File: config.mk
export PLATFORM = sky130hd
export DESIGN_NAME = latch_bank_write_ctrl
export DESIGN_NICKNAME = d
export VERILOG_FILES = /design/src/rtl/latch_bank_write_ctrl.sv
export SDC_FILE = /design/constraint.sdc
export NUM_CORES = 1
export LEC_CHECK = 0
export ABC_AREA = 0
export CORE_MARGIN = 4
export CORE_UTILIZATION = 35
export CTS_BUF_LIST = sky130_fd_sc_hd__clkbuf_16
export DETAILED_ROUTE_END_ITERATION = 8
export PLACE_DENSITY_LB_ADDON = 0.2
export SLEW_MARGIN = 20
export SYNTH_ARGS = -nofsm -noshare
export SYNTH_HDL_FRONTEND = slang
export SYNTH_SLANG_ARGS = --single-unit
export TNS_END_PERCENT = 1
File: constraint.sdc
create_clock -name clk -period 2.1 [get_ports clk]
set_input_delay 0.21 -clock clk [delete_from_list [all_inputs] [get_ports clk]]
set_output_delay 0.21 -clock clk [all_outputs]
set_load 0.01 [all_outputs]
File: src/rtl/latch_bank_write_ctrl.sv
// Write sequencer for a bank of transparent D latches: round-robin arbitration of two
// requesters, then a registered one-hot enable pulse framed by setup and hold windows.
module latch_bank_write_ctrl #(
  parameter int WIDTH        = 4,
  parameter int DEPTH        = 4,
  parameter int SETUP_CYCLES = 1,
  parameter int EN_CYCLES    = 2,
  parameter int HOLD_CYCLES  = 1,
  localparam int AW          = (DEPTH > 1) ? $clog2(DEPTH) : 1
) (
  input  logic             clk,
  input  logic             rst_n,
  input  logic             req0_valid,
  input  logic [AW-1:0]    req0_addr,
  input  logic [WIDTH-1:0] req0_data,
  output logic             req0_ready,
  input  logic             req1_valid,
  input  logic [AW-1:0]    req1_addr,
  input  logic [WIDTH-1:0] req1_data,
  output logic             req1_ready,
  output logic [WIDTH-1:0] lat_d,
  output logic [DEPTH-1:0] lat_en,
  output logic             busy,
  output logic             last_grant,
  output logic             addr_err
);

  typedef enum logic [1:0] {IDLE, SETUP, ENABLE, HOLD} state_t;

  localparam int MAX_SE  = (SETUP_CYCLES > EN_CYCLES) ? SETUP_CYCLES : EN_CYCLES;
  localparam int MAX_CYC = (MAX_SE > HOLD_CYCLES) ? MAX_SE : HOLD_CYCLES;
  localparam int CW      = (MAX_CYC > 1) ? $clog2(MAX_CYC) : 1;

  // Each window counts down from N-1 to 0, so a window lasts exactly N cycles.
  localparam logic [CW-1:0] SETUP_LOAD = CW'((SETUP_CYCLES > 0) ? SETUP_CYCLES - 1 : 0);
  localparam logic [CW-1:0] EN_LOAD    = CW'((EN_CYCLES > 0) ? EN_CYCLES - 1 : 0);
  localparam logic [CW-1:0] HOLD_LOAD  = CW'((HOLD_CYCLES > 0) ? HOLD_CYCLES - 1 : 0);

  state_t           state;
  logic [CW-1:0]    cnt;
  logic [DEPTH-1:0] en_mask;

  logic             grant_vld;
  logic             grant_idx;
  logic [AW-1:0]    sel_addr;
  logic [WIDTH-1:0] sel_data;
  logic [DEPTH-1:0] sel_mask;
  logic             xfer;

  // Out-of-range addresses decode to an all-zero mask, which doubles as the error flag.
  function automatic logic [DEPTH-1:0] decode(input logic [AW-1:0] a);
    decode = '0;
    for (int i = 0; i < DEPTH; i++) begin
      if (a == AW'(i)) decode[i] = 1'b1;
    end
  endfunction

  // NOTE: every signal written here gets a default first, so no path leaves it unassigned
  // and no latch is inferred.
  always_comb begin
    grant_vld = 1'b0;
    grant_idx = 1'b0;
    if (req0_valid && req1_valid) begin
      grant_vld = 1'b1;
      grant_idx = ~last_grant;
    end else if (req0_valid) begin
      grant_vld = 1'b1;
      grant_idx = 1'b0;
    end else if (req1_valid) begin
      grant_vld = 1'b1;
      grant_idx = 1'b1;
    end
  end

  assign sel_addr   = grant_idx ? req1_addr : req0_addr;
  assign sel_data   = grant_idx ? req1_data : req0_data;
  assign sel_mask   = decode(sel_addr);
  assign xfer       = (state == IDLE) && grant_vld;

  // rst_n gates the readies so no requester sees an acceptance while reset is held.
  assign req0_ready = rst_n && xfer && !grant_idx;
  assign req1_ready = rst_n && xfer &&  grant_idx;

  // NOTE: all state here uses non-blocking assignments so every flop samples the
  // pre-edge values of the others, regardless of statement order.
  always_ff @(posedge clk or negedge rst_n) begin
    if (!rst_n) begin
      state      <= IDLE;
      cnt        <= '0;
      en_mask    <= '0;
      lat_en     <= '0;
      lat_d      <= '0;
      busy       <= 1'b0;
      addr_err   <= 1'b0;
      last_grant <= 1'b1;
    end else begin
      addr_err <= 1'b0;
      unique case (state)
        IDLE: begin
          if (xfer) begin
            lat_d      <= sel_data;
            en_mask    <= sel_mask;
            last_grant <= grant_idx;
            busy       <= 1'b1;
            addr_err   <= ~|sel_mask;
            if (SETUP_CYCLES > 0) begin
              state <= SETUP;
              cnt   <= SETUP_LOAD;
            end else begin
              state  <= ENABLE;
              cnt    <= EN_LOAD;
              lat_en <= sel_mask;
            end
          end
        end
        SETUP: begin
          if (cnt == '0) begin
            state  <= ENABLE;
            cnt    <= EN_LOAD;
            lat_en <= en_mask;
          end else begin
            cnt <= cnt - 1'b1;
          end
        end
        ENABLE: begin
          if (cnt == '0) begin
            lat_en <= '0;
            if (HOLD_CYCLES > 0) begin
              state <= HOLD;
              cnt   <= HOLD_LOAD;
            end else begin
              state <= IDLE;
              busy  <= 1'b0;
            end
          end else begin
            cnt <= cnt - 1'b1;
          end
        end
        HOLD: begin
          if (cnt == '0) begin
            state <= IDLE;
            busy  <= 1'b0;
          end else begin
            cnt <= cnt - 1'b1;
          end
        end
        default: begin
          state  <= IDLE;
          lat_en <= '0;
          busy   <= 1'b0;
        end
      endcase
    end
  end

  // A zero-length enable window would never open the latch.
  a_en_cycles_legal: assert property (@(posedge clk) EN_CYCLES >= 1);

  a_lat_en_onehot0: assert property (@(posedge clk) disable iff (!rst_n) $onehot0(lat_en));

endmodule

Word level (Yosys, flattened, before mapping)
Index checks and enable logic that the tools add are counted.
{ "classes": {"addsub": 1, "n_eq_ne": 10, "n_mux": 28, "bitwise": 1, "reduce_logical": 17} }
{ "op_table": {"columns": ["cell", "count"], "rows": [
  ["1-bit 2-to-1 mux", 16],
  ["4-bit 2-to-1 mux", 3],
  ["2-bit 2-to-1 mux", 5],
  ["2-bit == test (second input constant)", 4],
  ["2-bit inequality test (second input constant)", 4],
  ["2-bit case mux with 4 select lines", 1],
  ["4-bit case mux with 2 select lines", 1],
  ["3-bit AND reduction", 2],
  ["1-bit logical AND", 5],
  ["2-bit by 1-bit == test with 1-bit output (second input constant)", 2],
  ["2-bit zero test", 2],
  ["4-bit AND reduction", 1],
  ["2-bit nonzero test", 2],
  ["4-bit OR reduction", 1],
  ["1-bit case mux with 3 select lines", 1],
  ["1-bit zero test", 2],
  ["1-bit case mux with 2 select lines", 1],
  ["2-bit AND reduction", 1],
  ["2-bit OR reduction", 1],
  ["1-bit inverter", 1],
  ["1-bit subtractor (second input constant)", 1]
]} }
{ "word_totals": {"regBits": 18, "input_bits": 16, "out_inout_bits": 13, "word_cells": 65} }

Logic depth before layout (Yosys ltp)
Gate-level depths: netlist of the first run.
{ "logic_depth": {"word_depth": 10, "mapped_depth": 6, "mapped_depth_nobuf": 5} }

Worst setup path after synthesis of the first run
No wires, ideal clock.
{ "synth_timing": {"kind": "flip-flop to output port", "startpoint": "reg state[0]", "endpoint": "out req0_ready", "arrival_ps": 1318, "required_ps": 1890, "path_slack_ps": 572, "path_stages_with_launch": 6, "n_path_buf": 1, "path_cell_list": "dfrtp_1 inv_1 ha_1 o21ai_2 buf_2 nor3b_1"} }
{ "synth_between": {"elab_chain_len": 4} }
{ "synth_rtl": {"columns": ["element", "line", "source"], "rows": [
  ["from (decl)", "39", "state_t state;"],
  ["from (signal assigned)", "88", "state <= IDLE;"],
  ["from (signal assigned)", "107", "state <= SETUP;"],
  ["from (signal assigned)", "110", "state <= ENABLE;"],
  ["2-bit zero test", "78", "assign xfer = (state == IDLE) && grant_vld;"],
  ["1-bit logical AND", "78", null],
  ["1-bit logical AND (2 in a row)", "81", "assign req0_ready = rst_n && xfer && !grant_idx;"],
  ["to (decl)", "16", "output logic req0_ready,"]
]} }
Every way passes these cells.

Final worst setup path of the first run
{ "layout_timing": {"startpoint": "in req1_valid", "endpoint": "out req1_ready"} }
{ "layout_between": {"elab_chain_len": 6, "word_cells_on_any_way": 9, "classes_between": "5 x mux; 4 x reduce/logical"} }
{ "layout_rtl": {"columns": ["element", "line", "source"], "rows": [
  ["from (decl)", "17", "input logic req1_valid,"],
  ["1-bit 2-to-1 mux", "69", "end else if (req1_valid) begin"],
  ["1-bit 2-to-1 mux", "66", "end else if (req0_valid) begin"],
  ["1-bit 2-to-1 mux", "63", "if (req0_valid && req1_valid) begin"],
  ["1-bit logical AND", "78", null],
  ["1-bit logical AND", "82", "assign req1_ready = rst_n && xfer && grant_idx;"],
  ["1-bit logical AND *", "82", null],
  ["to (decl)", "20", "output logic req1_ready,"]
]} }
Mark *: on every way between the ends. The rest lies on a longest branch, timed or not.

==> impl_metrics.ini, run 1 <==
[power_and_ir_drop]
cellPowerDensity_nw_per_um2 = 1280
finalPower_w = 0.00175
ir_worst_vdd_mv = 0.956
leakage_nw = 0.608

[clock_network]
numCtsBuffers = 3
root_buffer = clkbuf_16
cts_setup_buffers = 0
cts.htree.levels = 1
cts_sinks = 18
clock_latency_ns = 0.25
path_clk_slew_ns = 0.05
cts_tree = yes
ctsHoldBuffers = 0
clock_path_buffers = 2

[grt]
grt_max_degree = 18
grt_pass1_vias = 798
overflow = 0
antenna_found_initial = 0
grt_pass1_wl_microns = 3420
globalRouteTotalUtil_pct = 13.1

[floorplan]
fp.coreArea_sq_um = 2540
initial_core_util_pct = 37.4
pin_count = 29
die_area_sq_um = 3620
fp-row-count = 18
die_h_microns = 60.1
die_x_microns = 60.1

[yosys]
syn_area_sq_um = 951
yosys.area_share.xor_xnor_pct = 0
postSynthAreaPerCell_sq_um = 9.91
yosys.area_share.simple_pct = 17.8
syn_nets = 116
seq_area_frac_synth_pct = 47.5
synth_compound_area_share_pct = 14.7
synthDistinctLibCells = 28
netlist_instances = 96
synth_mux_area_share_pct = 11.3
synthAdderAreaFrac_pct = 5.26
ys_seq_elements = 18
synth_top_family_by_area = simple AND/OR/NAND/NOR gates
yosysWarningCount = 0

[sta]
finalHoldViolations = 0
tns_ns = 0
finalCritPeriodShare_pct = 93.8
finClkSkew_ns = 0.00425
rsz0062_at_grt = false
whs_ns = 0.352
timing.final.ws_setup_ns = 0.129
finalSetupViolCount = 0
fmax_mhz = 507
report.final.slew_viol_count = 0
min_period_ns = 1.97

[critical_path]
setup.worst_path.class = in2out
required_ns = 1.89
end_kind = output pin
path_max_fanout = 4
timing.critical_path.from_type = input port
cp_data_arrival_time_ns = 1.76

[place]
placed_cell_area_sq_um = 1280
gp_congestion = 0.729
port_buffers = 28
dp_slack_ns = 0.132
dpl.hpwl_microns = 1560

[cells_and_area]
area_growth_pct = 43.6
fin_nets = 150
seq_area_sq_um = 452
multi_input_area_sq_um = 473
antennaDiodeCount = 0
design_area_sq_um = 1370
fillers = 239
final_layout_size_suffix_gt1_share_pct = 10.9

[min_path]
worstHoldPathType = in2async

[detailed_routing]
detail_route.wl_per_cell_microns = 12.5
antenna_left = 0
vias = 776
vias_per_cell = 4.88
drc = 0
drt_pre_antenna_iters = 4
wl_microns = 1990
drt_iter0_markers = 18

[outcome]
status = completed

[job]
maxCapViolations = 0
==> power breakdown <==
part	total, W	internal (W)	leakage, nW	switching (W)
Clock	0.000385	0.000253	0.0385	0.000131
Sequential	0.000622	0.000507	0.227	0.000115
Combinational	0.000742	0.000399	0.343	0.000343
Total	0.00175	0.00116	0.608	0.000590
==> registers in the layout, summed over array words and instances, names as in the netlist <==
register / flops
addr_err: 1
busy: 1
cnt: 1
en_mask: 4
last_grant: 1
lat_d: 4
lat_en: 4
state: 2
==> kinds of logic (layout without fill, tap and decap cells) <==
group | count (synthesis) | in the layout
AND/OR/NAND/NOR | 32 | 32
AO/OA/AOI/OAI | 25 | 25
flip-flops | 18 | 18
multiplexers | 10 | 10
buffers and inverters | 6 | 39
adder cells (fa/ha/maj) | 4 | 4
other | 1 | 1
==> through the flow <==
step           cells  utilization, %
2_1_floorplan     96               -
3_3_place_gp     155            50.3
3_5_place_dp     155            50.3
4_1_cts          159            53.5
5_1_grt          159            53.6
6_report         159            53.6
==> cells in the final DEF, fill, tap and decap left out, drive strengths merged, types with 2 or more instances in the layout <==
cell type      instances
inv                    3
a21oi                  6
nor3b                  2
o21ai                 14
ha                     4
nand2                 14
clkbuf                 3
dfrtp                 17
nor2                   3
clkdlybuf4s50         27
nor2b                 10
mux2i                  7
buf                    4
mux2                   3
==> cell type report <==
type                    count  area share [%]
well taps                  30            2.75
multi-input cells          72            34.6
clock inverters             1           0.275
flip-flops and latches     18            33.1
clock buffers               3            5.50
inverters                   3           0.825
repair buffers             32            22.9
==> critical path: stages <==
cell	delay, ns
clkdlybuf4s50_1	0.55
a21boi_1	0.27
and3_1	0.19
clkdlybuf4s50_1	0.54
==> final timing paths <==
| check | end | from | cells past startpoint | slack, ns |
|---|---|---|---|---|
| worst max-delay path | req1_ready | req1_valid | 4 | 0.13 |
| worst min-delay path | lat_d[3]$_DFFE_PN0P_ | rst_n | 2 | 0.35 |
| worst max register to register | state[1]$_DFFE_PN0P_ | state[0]$_DFFE_PN0P_ | 5 | 0.51 |
| worst min register to register | en_mask[3]$_DFFE_PN0P_ | en_mask[3]$_DFFE_PN0P_ | 2 | 0.49 |
| max in group asynchronous | last_grant$_DFFE_PN1P_ | rst_n | 2 | 1.48 |
| min in group clk | en_mask[3]$_DFFE_PN0P_ | en_mask[3]$_DFFE_PN0P_ | 2 | 0.49 |
==> Yosys cell counts <==
master	instances	area share [%]
a21boi_1	1	0.79
a21oi_1	6	3.2
a2bb2oi_1	1	0.92
a31oi_1	1	0.66
and2_1	1	0.66
and3_1	1	0.66
buf_2	2	1.1
buf_4	1	0.79
conb_1	1	0.39
dfrtp_1	17	45
dfstp_2	1	2.8
ha_1	4	5.3
inv_1	3	1.2
mux2_1	1	1.2
mux2_2	1	1.2
mux2_4	1	1.6
mux2i_1	7	7.4
nand2_1	14	5.5
nor2_1	3	1.2
nor2b_1	10	6.6
nor3_2	1	1.1
nor3b_1	1	0.79
nor3b_2	1	1.3
o21a_1	1	0.79
o21ai_0	5	2.6
o21ai_1	8	4.2
o21ai_2	1	0.92
o22ai_1	1	0.66
==> routing by layer <==
layer / share of wire (%) / global-route usage (%)
met5: 0 / 0
met4: 1.2 / 5.70
met1: 43 / 14.2
met3: 8.1 / 6.05
met2: 48 / 21.8
==> what timing repair did <==
action | 4_1_cts | 5_1_grt
resized for setup | 1 | 1
pin swaps | 0 | 0
endpoints found under the hold margin | 0 | 0
setup endpoints to repair | 1 | 1
Power figures use the tool's default switching activity.
==> run 2: changes to the inputs <==
CORE_ASPECT_RATIO = 1.5   (was default)
CTS_BUF_LIST = sky130_fd_sc_hd__clkbuf_8   (was sky130_fd_sc_hd__clkbuf_16)
==> impl_metrics.ini, run 2 (synthesized netlist as in run 1, its figures left out) <==
[floorplan]
die_area_sq_um = 3630
initial_core_util_pct = 37.5
pin_count = 29
die_x_microns = 50.6
fp-row-count = 22
die_h_microns = 71.8
fp.coreArea_sq_um = 2530

[cells_and_area]
layout_commonest_cell = clkdlybuf4s50_1
fin_cells = 165
final_cell_mix = clkdlybuf4s50_1 (27), dfrtp_1 (17), nand2_1 (14)
fin_nets = 150
area_growth_pct = 41.6
reg_top3 = en_mask (4), lat_d (4), lat_en (4)
final_layout_size_suffix_gt1_share_pct = 10.9
antennaDiodeCount = 0

[sta]
tns_ns = 0
finalHoldViolations = 0
fmax_mhz = 502
timing.final.ws_setup_ns = 0.108
min_period_ns = 1.99
rsz0062_at_grt = false
finalSetupViolCount = 0
finClkSkew_ns = 0.00385
finalCritPeriodShare_pct = 94.9
report.final.slew_viol_count = 0

[place]
dpl.hpwl_microns = 1500
dp_slack_ns = 0.143
dp.cells = 161
gp_congestion = 0.782
port_buffers = 28

[power_and_ir_drop]
ir_worst_vdd_mv = 0.532
cellPowerDensity_nw_per_um2 = 1230
leakage_nw = 0.600

[min_path]
worstHoldPathType = in2async

[grt]
overflow = 0
antenna_found_initial = 0
grt_max_degree = 18
grt_pass1_vias = 795
globalRouteTotalUtil_pct = 12.2
grt_pass1_wl_microns = 3380

[clock_network]
cts_sinks = 18
clock_path_buffers = 2
ctsHoldBuffers = 0
clock_latency_ns = 0.25
cts_tree = yes
path_clk_slew_ns = 0.07
root_buffer = clkbuf_8
cts.htree.levels = 1
numCtsBuffers = 3

[critical_path]
required_ns = 1.89
path_max_fanout = 5
cp_data_arrival_time_ns = 1.78
setup.worst_path.class = reg2out
path_cells = inv_1 -> ha_1 -> buf_4 -> and3_1 -> clkdlybuf4s50_1
cp_num_buf_inv = 3
critical-path-slowest-cell = clkdlybuf4s50_1
end_kind = output pin
critical-path-max-stage-delay_ns = 0.53
timing.critical_path.from_type = flip-flop
critPathTopFamily = buffers and inverters

[detailed_routing]
drc = 0
detail_route.wl_per_cell_microns = 11.6
drt_pre_antenna_iters = 4
antenna_left = 0
vias = 782
drt_iter0_markers = 14
wl_microns = 1920
vias_per_cell = 4.74

[outcome]
status = completed

[job]
maxCapViolations = 0
## run 2: cell types whose count changed in the layout (fill, tap and decap cells not counted)
cell	delta
clkbuf_8	+4
ha_1	+1
clkbuf_16	-3
ha_2	-1
clkinv_1	-1
## run 2: layer usage
layer,GRT usage (%),part of all wire (%)
met1,13.3,43
met2,21.2,49
met5,0,0
met3,3.12,6.2
met4,6.59,2.1
## run 2: path summary, 6_finish.rpt
kind,startpoint,endpoint,slack [ns],cells past startpoint
max,state[0]$_DFFE_PN0P_,req1_ready,0.11,5
min,rst_n,lat_d[1]$_DFFE_PN0P_,0.15,1
max reg2reg,state[0]$_DFFE_PN0P_,state[1]$_DFFE_PN0P_,0.33,6
min reg2reg,en_mask[1]$_DFFE_PN0P_,en_mask[1]$_DFFE_PN0P_,0.49,2
max in group asynchronous,rst_n,last_grant$_DFFE_PN1P_,1.44,2
min in group clk,en_mask[1]$_DFFE_PN0P_,en_mask[1]$_DFFE_PN0P_,0.49,2
## run 2: layout make-up
type / instances / area [sq um]
fill: 246 / 1190
sequential: 18 / 452
tap: 36 / 45.0
inverter: 3 / 11.3
multi-input combinational: 72 / 470
clock buffer: 4 / 55.1
timing repair buffer: 32 / 313
## run 2: through the flow
stage | util (%) | power (W) | cell area [sq um] | hold slack (ns)
2_1_floorplan | - | 0.00104 | 951 | -0.0856
3_3_place_gp | 50.9 | 0.00136 | 1290 | 0.426
3_5_place_dp | 50.9 | 0.00139 | 1290 | 0.424
4_1_cts | 53.1 | 0.00168 | 1340 | 0.150
5_1_grt | 53.2 | 0.00179 | 1350 | 0.174
6_report | 53.2 | 0.00166 | 1350 | 0.149
## run 2: where the power goes
group          switching [W]  internal, W  total [W]  leakage (nW)
registers           0.000116     0.000506   0.000623         0.227
clock network       0.000117     0.000167   0.000284        0.0288
logic               0.000345     0.000406   0.000751         0.345
## run 2: what timing repair did
| action | 4_1_cts | 5_1_grt |
|---|---|---|
| setup buffers | 0 | 0 |
| setup endpoints to repair | 0 | 1 |
| gates resized for setup | 0 | 1 |
==> edit 1, RTL diff (settings of run 1) <==
Set the parameter `DEPTH` to 16 (it was 4).
--- a/src/rtl/latch_bank_write_ctrl.sv
+++ b/src/rtl/latch_bank_write_ctrl.sv
@@ -2,7 +2,7 @@
 // requesters, then a registered one-hot enable pulse framed by setup and hold windows.
 module latch_bank_write_ctrl #(
   parameter int WIDTH        = 4,
-  parameter int DEPTH        = 4,
+  parameter int DEPTH        = 16,
   parameter int SETUP_CYCLES = 1,
   parameter int EN_CYCLES    = 2,
   parameter int HOLD_CYCLES  = 1,
Interface: changed (resized lat_en, req0_addr and req1_addr); port bits go from 29 to 45. The function was not compared with the original's and may differ.
==> edit 1 against run 1 <==
Power up 120%; final area up 110%; sequential cell count up 24; sequential power up 110%; wire length rose to 2.5 times the old value; combinational power up 120%; synthesized area up 130%; sequential share of layout area up 3.2 points; worst setup slack better by 0.027 ns; critical endpoint unchanged; largest power group unchanged.
==> edit 1: results (changes against run 1) <==
----------------------------------------------------
[Cells and area]
  Layout Area Growth over Synthesis ... 33.5%

[Critical path]
  Internal reg-to-reg setup slack ... 0.45 ns (-0.06 ns)
  Crit Path Max Fanout ... 11 (+7)
  End of the worst register-to-register path ... en_mask[15]$_DFFE_PN0P_
  Signal arrival time at the worst endpoint ... 1.73 ns (-0.03 ns)
  Path depth of the worst reg2reg path ... 6 (+1)

[Synthesis]
  Synth unique cells ... 40 (+43%)
  Syn Nets ... 245 (+110%)
  Most frequent cells after synthesis ... 41 x dfrtp_1, 30 x nand2_1, 24 x o21ai_1
  Synth top area cells ... dfrtp_1 47%, o21ai_1 5.5%, nor2b_1 5.5%
  Sequential cell area fraction in the yosys report ... 48.4% (+0.94 points)

[Power and ir drop]
  Largest voltage drop on the vdd net ... 0.654 mV (-32%)

[CTS]
  Worst skew pair latency ... 0.28 ns (+0.03 ns)
  Number of H-tree levels ... 2 (+1)
  Inserted Clock Buffers ... 5 (+2)

[Routing]
  Iteration-0 DRC count of the detailed router ... 75 (+57)
  Total Wirelength ... 5.04 mm (+150%)

[Place]
  Detailed Place HPWL ... 3.53 mm (+130%)
  Placer congestion estimate ... 0.722 (-1.0%)

[Status]
  Result of the run ... finished clean

[Global route]
  Total routing resource utilization after global routing ... 14.5% (+1.4 points)
  Vias in the first global route ... 1781 (+120%)
  Largest net degree at the start of global routing ... 35 (+17)

[STA]
  Fin Hold WS ... 0.336 ns (-0.0158 ns)
  Setup clock skew after layout ... 0.00603 ns (+0.00179 ns)

----------------------------------------------------
[edit 1: repair_timing]
action                     in CTS  in global routing
setup endpoints to repair       1                  1
hold endpoints to repair        7                  0
gates resized for setup         3                  2
hold buffers                    1                  0
[edit 1: metal layers]
metal	part of all wire, %	vias up	track usage [%]
met5	0	-	0
met1	48	807	19.4
met3	4.7	12	3.99
met2	45	39	22.2
li1	-	876	-
met4	2.9	0	6.09
[edit 1: stage by stage]
stage               cells  utilization (%)  worst slack (ns)  total power [mW]  instance area [sq um]
detailed placement    337             45.5             0.161              2.91                   2710
global placement      337             45.5             0.190              2.89                   2710
finish                346             48.7             0.157              3.78                   2900
global route          346             48.7            0.0847              4.08                   2900
floorplan             220                -             0.544              2.21                   2170
CTS                   346             48.7           0.00427              3.83                   2900
[edit 1: layout make-up]
type,instances,area (sq um)
fill,602,3060
sequential,42,1050
multi-input combinational,162,1050
timing repair buffer,56,531
clock buffer,5,125
tap,75,93.8
clock inverter,3,41.3
inverter,3,11.3
[edit 1: power breakdown]
| part | total (mW) | leakage (nW) | internal [mW] | switching (mW) |
|---|---|---|---|---|
| registers | 1.31 | 0.558 | 1.11 | 0.207 |
| logic | 1.60 | 0.602 | 0.801 | 0.799 |
| clock network | 0.867 | 0.0812 | 0.556 | 0.311 |
[edit 1: cells by family after synthesis]
family / share of synthesized area (%)
AO/OA/AOI/OAI: 19.0
adder cells (fa/ha/maj): 2.88
buffers and inverters: 3.97
flip-flops: 48.4
multiplexers: 6.80
other: 0.173
AND/OR/NAND/NOR: 18.8
[edit 1: worst max-delay path by stage]
stage               cells past startpoint  slack [ns]            startpoint                       to
floorplan                               6        0.54  state[1]$_DFFE_PN0P_     state[1]$_DFFE_PN0P_
global placement                        4        0.19            req1_valid               req1_ready
detailed placement                      5        0.16            req1_valid  en_mask[13]$_DFFE_PN0P_
CTS                                     6       0.004  state[1]$_DFFE_PN0P_               req0_ready
global route                            4        0.08                 rst_n               req1_ready
finish                                  4        0.16                 rst_n               req1_ready
[edit 1: worst max-delay path, stage by stage]
cell and delay (ns):
dlygate4sd3_1 0.52, buf_2 0.27, and3_1 0.20, clkdlybuf4s50_1 0.53
==> edit 2, RTL diff (config.mk and constraints of run 1) <==
Without the edit above. Reset style: synchronous (`rst_n`), changed in one clocked block.
--- a/src/rtl/latch_bank_write_ctrl.sv
+++ b/src/rtl/latch_bank_write_ctrl.sv
@@ -83,7 +83,7 @@
 
   // NOTE: all state here uses non-blocking assignments so every flop samples the
   // pre-edge values of the others, regardless of statement order.
-  always_ff @(posedge clk or negedge rst_n) begin
+  always_ff @(posedge clk) begin
     if (!rst_n) begin
       state      <= IDLE;
       cnt        <= '0;
Function: differs if rst_n is asserted again (counterexample within 4 cycles, from zero or initial values and one cycle with rst_n low); with rst_n held inactive, the same outputs for 10 cycles.
==> edit 2 against run 1 <==
Clock power shrank 1%; critical endpoint unchanged; power down 16%; wire length decreased by 6.0%; register-to-register slack got worse by 0.03 ns; worst setup slack worse by 0.066 ns; synthesized cell count is 1.0% lower; utilization shrank 0.58 points; final area down 4.6%; highest routed layer unchanged; sequential share of layout area decreased by 5.4 points; critical path depth is 1 higher; sequential cell count stayed put; synthesized area decreased by 5.9%; die area fell by 5.2%.
==> edit 2: results (changes against run 1) <==
----------------------------------------------------
[Synthesis]
  Fraction of registers with async set/reset ... 0% (-100 points)
  Most frequently used flop master after synthesis ... dfxtp_1
  Syn Nets ... 117 (+0.86%)
  Synth unique cells ... 30 (+7.1%)
  Warning count from the yosys run ... 0 (unchanged)
  Synth top area cells ... dfxtp_1 40%, ha_1 8.4%, mux2i_1 7.8%
  Sequential cell area fraction in the yosys report ... 40.3% (-7.2 points)
  Most frequent cells after synthesis ... 18 x dfxtp_1, 8 x nand2_1, 8 x o21ai_0

[Power and ir drop]
  Leakage power ... 0.521 nW (-14%)
  Largest voltage drop on the vdd net ... 0.920 mV (-3.8%)
  Design internal power ... 1.00 mW (-14%)

[Critical path]
  Signal arrival time at the worst endpoint ... 1.83 ns (+0.07 ns)
  CP max-delay cell ... clkdlybuf4s50_1
  Crit-path max cell delay ... 0.48 ns (-0.07 ns)
  Crit Path Max Fanout ... 7 (+3)
  Crit path max-delay family ... buffers and inverters

[Place]
  Placer congestion estimate ... 0.749 (+2.8%)
  Cell area reported after detailed placement ... 1210 sq um (-5.3%)
  Detailed Place HPWL ... 1.44 mm (-7.5%)
  Count of input and output buffers ... 28 (unchanged)

[CTS]
  Inserted Clock Buffers ... 3 (unchanged)
  Largest buffer count on any clock path ... 2 (unchanged)
  Clock input transition at the sequential cells of the worst setup and hold paths ... 0.05 ns (about the same)
  CTS root buffer ... clkbuf_16
  Number of H-tree levels ... 1 (unchanged)
  Post-CTS setup buffer count ... 0 (unchanged)
  Worst skew pair latency ... 0.25 ns (about the same)

[STA]
  Setup clock skew after layout ... 0.00246 ns (-0.00179 ns)

[Cells and area]
  Proportion of layout cells with a drive suffix above 1 ... 8.73% (-2.1 points)
  Post-layout net count ... 149 (-0.67%)
  N_diodes ... 0 (unchanged)
  Top Registers ... en_mask: 4 flops, lat_d: 4 flops, lat_en: 4 flops

[Global route]
  Met3 Resource Use GR ... 6.14% (+0.093 points)
  Number of antenna violations at the first check in global routing ... 0 (unchanged)
  Met1 capacity usage during global routing ... 12.9% (-1.3 points)
  Global-route wire length before repair ... 3.09 mm (-9.5%)
  Vias in the first global route ... 753 (-5.6%)
  Grt met2 use ... 19.9% (-1.8 points)
  Total routing resource utilization after global routing ... 12.0% (-1.1 points)
  Largest net degree at the start of global routing ... 19 (+1)

[Status]
  Result of the run ... finished clean

[Routing]
  Total Wirelength ... 1.87 mm (-6.0%)
  DR pass1 iterations ... 4 (unchanged)
  Post-detailed-route via-to-cell ratio ... 4.96 (+1.5%)
  Iteration-0 DRC count of the detailed router ... 20 (+2)

[Hold path]
  Path category of the worst min-delay check ... register to register

----------------------------------------------------
edit 2: changes by cell type after synthesis, moves of 2 or more:
cell	change
o21ai_1	-6
a21oi_1	-2
ha_1	+2
nand3b_1	+3
or3b_1	+3
nand2_1	-6
dfxtp_1	+18
o21ai_0	+3
nor2b_1	-6
clkbuf_1	+2
dfrtp_1	-17
a31oi_1	+3
a22oi_1	+4
edit 2: repair_timing:
item | in CTS | in global routing
endpoints found under the setup margin | 2 | 2
hold buffers | 0 | 0
resized for setup | 1 | 2
cloned | 0 | 0
edit 2: layer usage:
layer / vias to the layer above / share of wire [%]
met1: 343 / 43
met3: 2 / 11
met4: 0 / 0.75
met2: 27 / 46
li1: 401 / -
met5: - / 0
edit 2: power groups by stage:
stage	sequential, mW	clock, mW	combinational (mW)
final	0.513	0.380	0.582
after global routing	0.525	0.411	0.653
after CTS	0.514	0.394	0.580
after detailed placement	0.520	0	0.574
after global placement	0.516	0	0.568
after floorplan	0.532	0	0.337
edit 2: cell families (layout without fill, tap and decap cells):
kind of cell / Yosys count / after routing / synth area share (%)
AO/OA/AOI/OAI: 29 / 29 / 20.8
adder cells (fa/ha/maj): 6 / 6 / 8.39
buffers and inverters: 7 / 38 / 4.06
flip-flops: 18 / 18 / 40.3
multiplexers: 7 / 7 / 7.83
other: 1 / 1 / 0.419
AND/OR/NAND/NOR: 27 / 27 / 18.2
edit 2: per-stage QoR:
step / std cells / util, % / setup WS (ns) / hold slack (ns) / total power, mW
2_1_floorplan: 95 / - / 0.607 / 0.350 / 0.869
3_3_place_gp: 152 / 49.4 / 0.180 / 0.435 / 1.08
3_5_place_dp: 152 / 49.4 / 0.133 / 0.448 / 1.09
4_1_cts: 156 / 52.7 / 0.0330 / 0.456 / 1.49
5_1_grt: 156 / 53.1 / 0.00804 / 0.475 / 1.59
6_report: 156 / 53.1 / 0.0634 / 0.448 / 1.47
edit 2: area by class of cell:
class                           count  area (sq um)
Clock buffer                        3          75.1
Clock inverter                      1          3.75
Fill cell                         248          1150
Inverter                            2          7.51
Multi-Input combinational cell     70           505
Sequential cell                    18           360
Tap cell                           30          37.5
Timing Repair Buffer               32           313
edit 2: worst paths after layout:
| kind | depth (start not counted) | to | slack (ns) | from |
|---|---|---|---|---|
| max | 5 | req1_ready | 0.06 | state[0]$_SDFFE_PN0P_ |
| min | 2 | busy$_SDFFE_PN0P_ | 0.45 | busy$_SDFFE_PN0P_ |
| max reg2reg | 5 | busy$_SDFFE_PN0P_ | 0.48 | state[0]$_SDFFE_PN0P_ |
| min reg2reg | 2 | busy$_SDFFE_PN0P_ | 0.45 | busy$_SDFFE_PN0P_ |
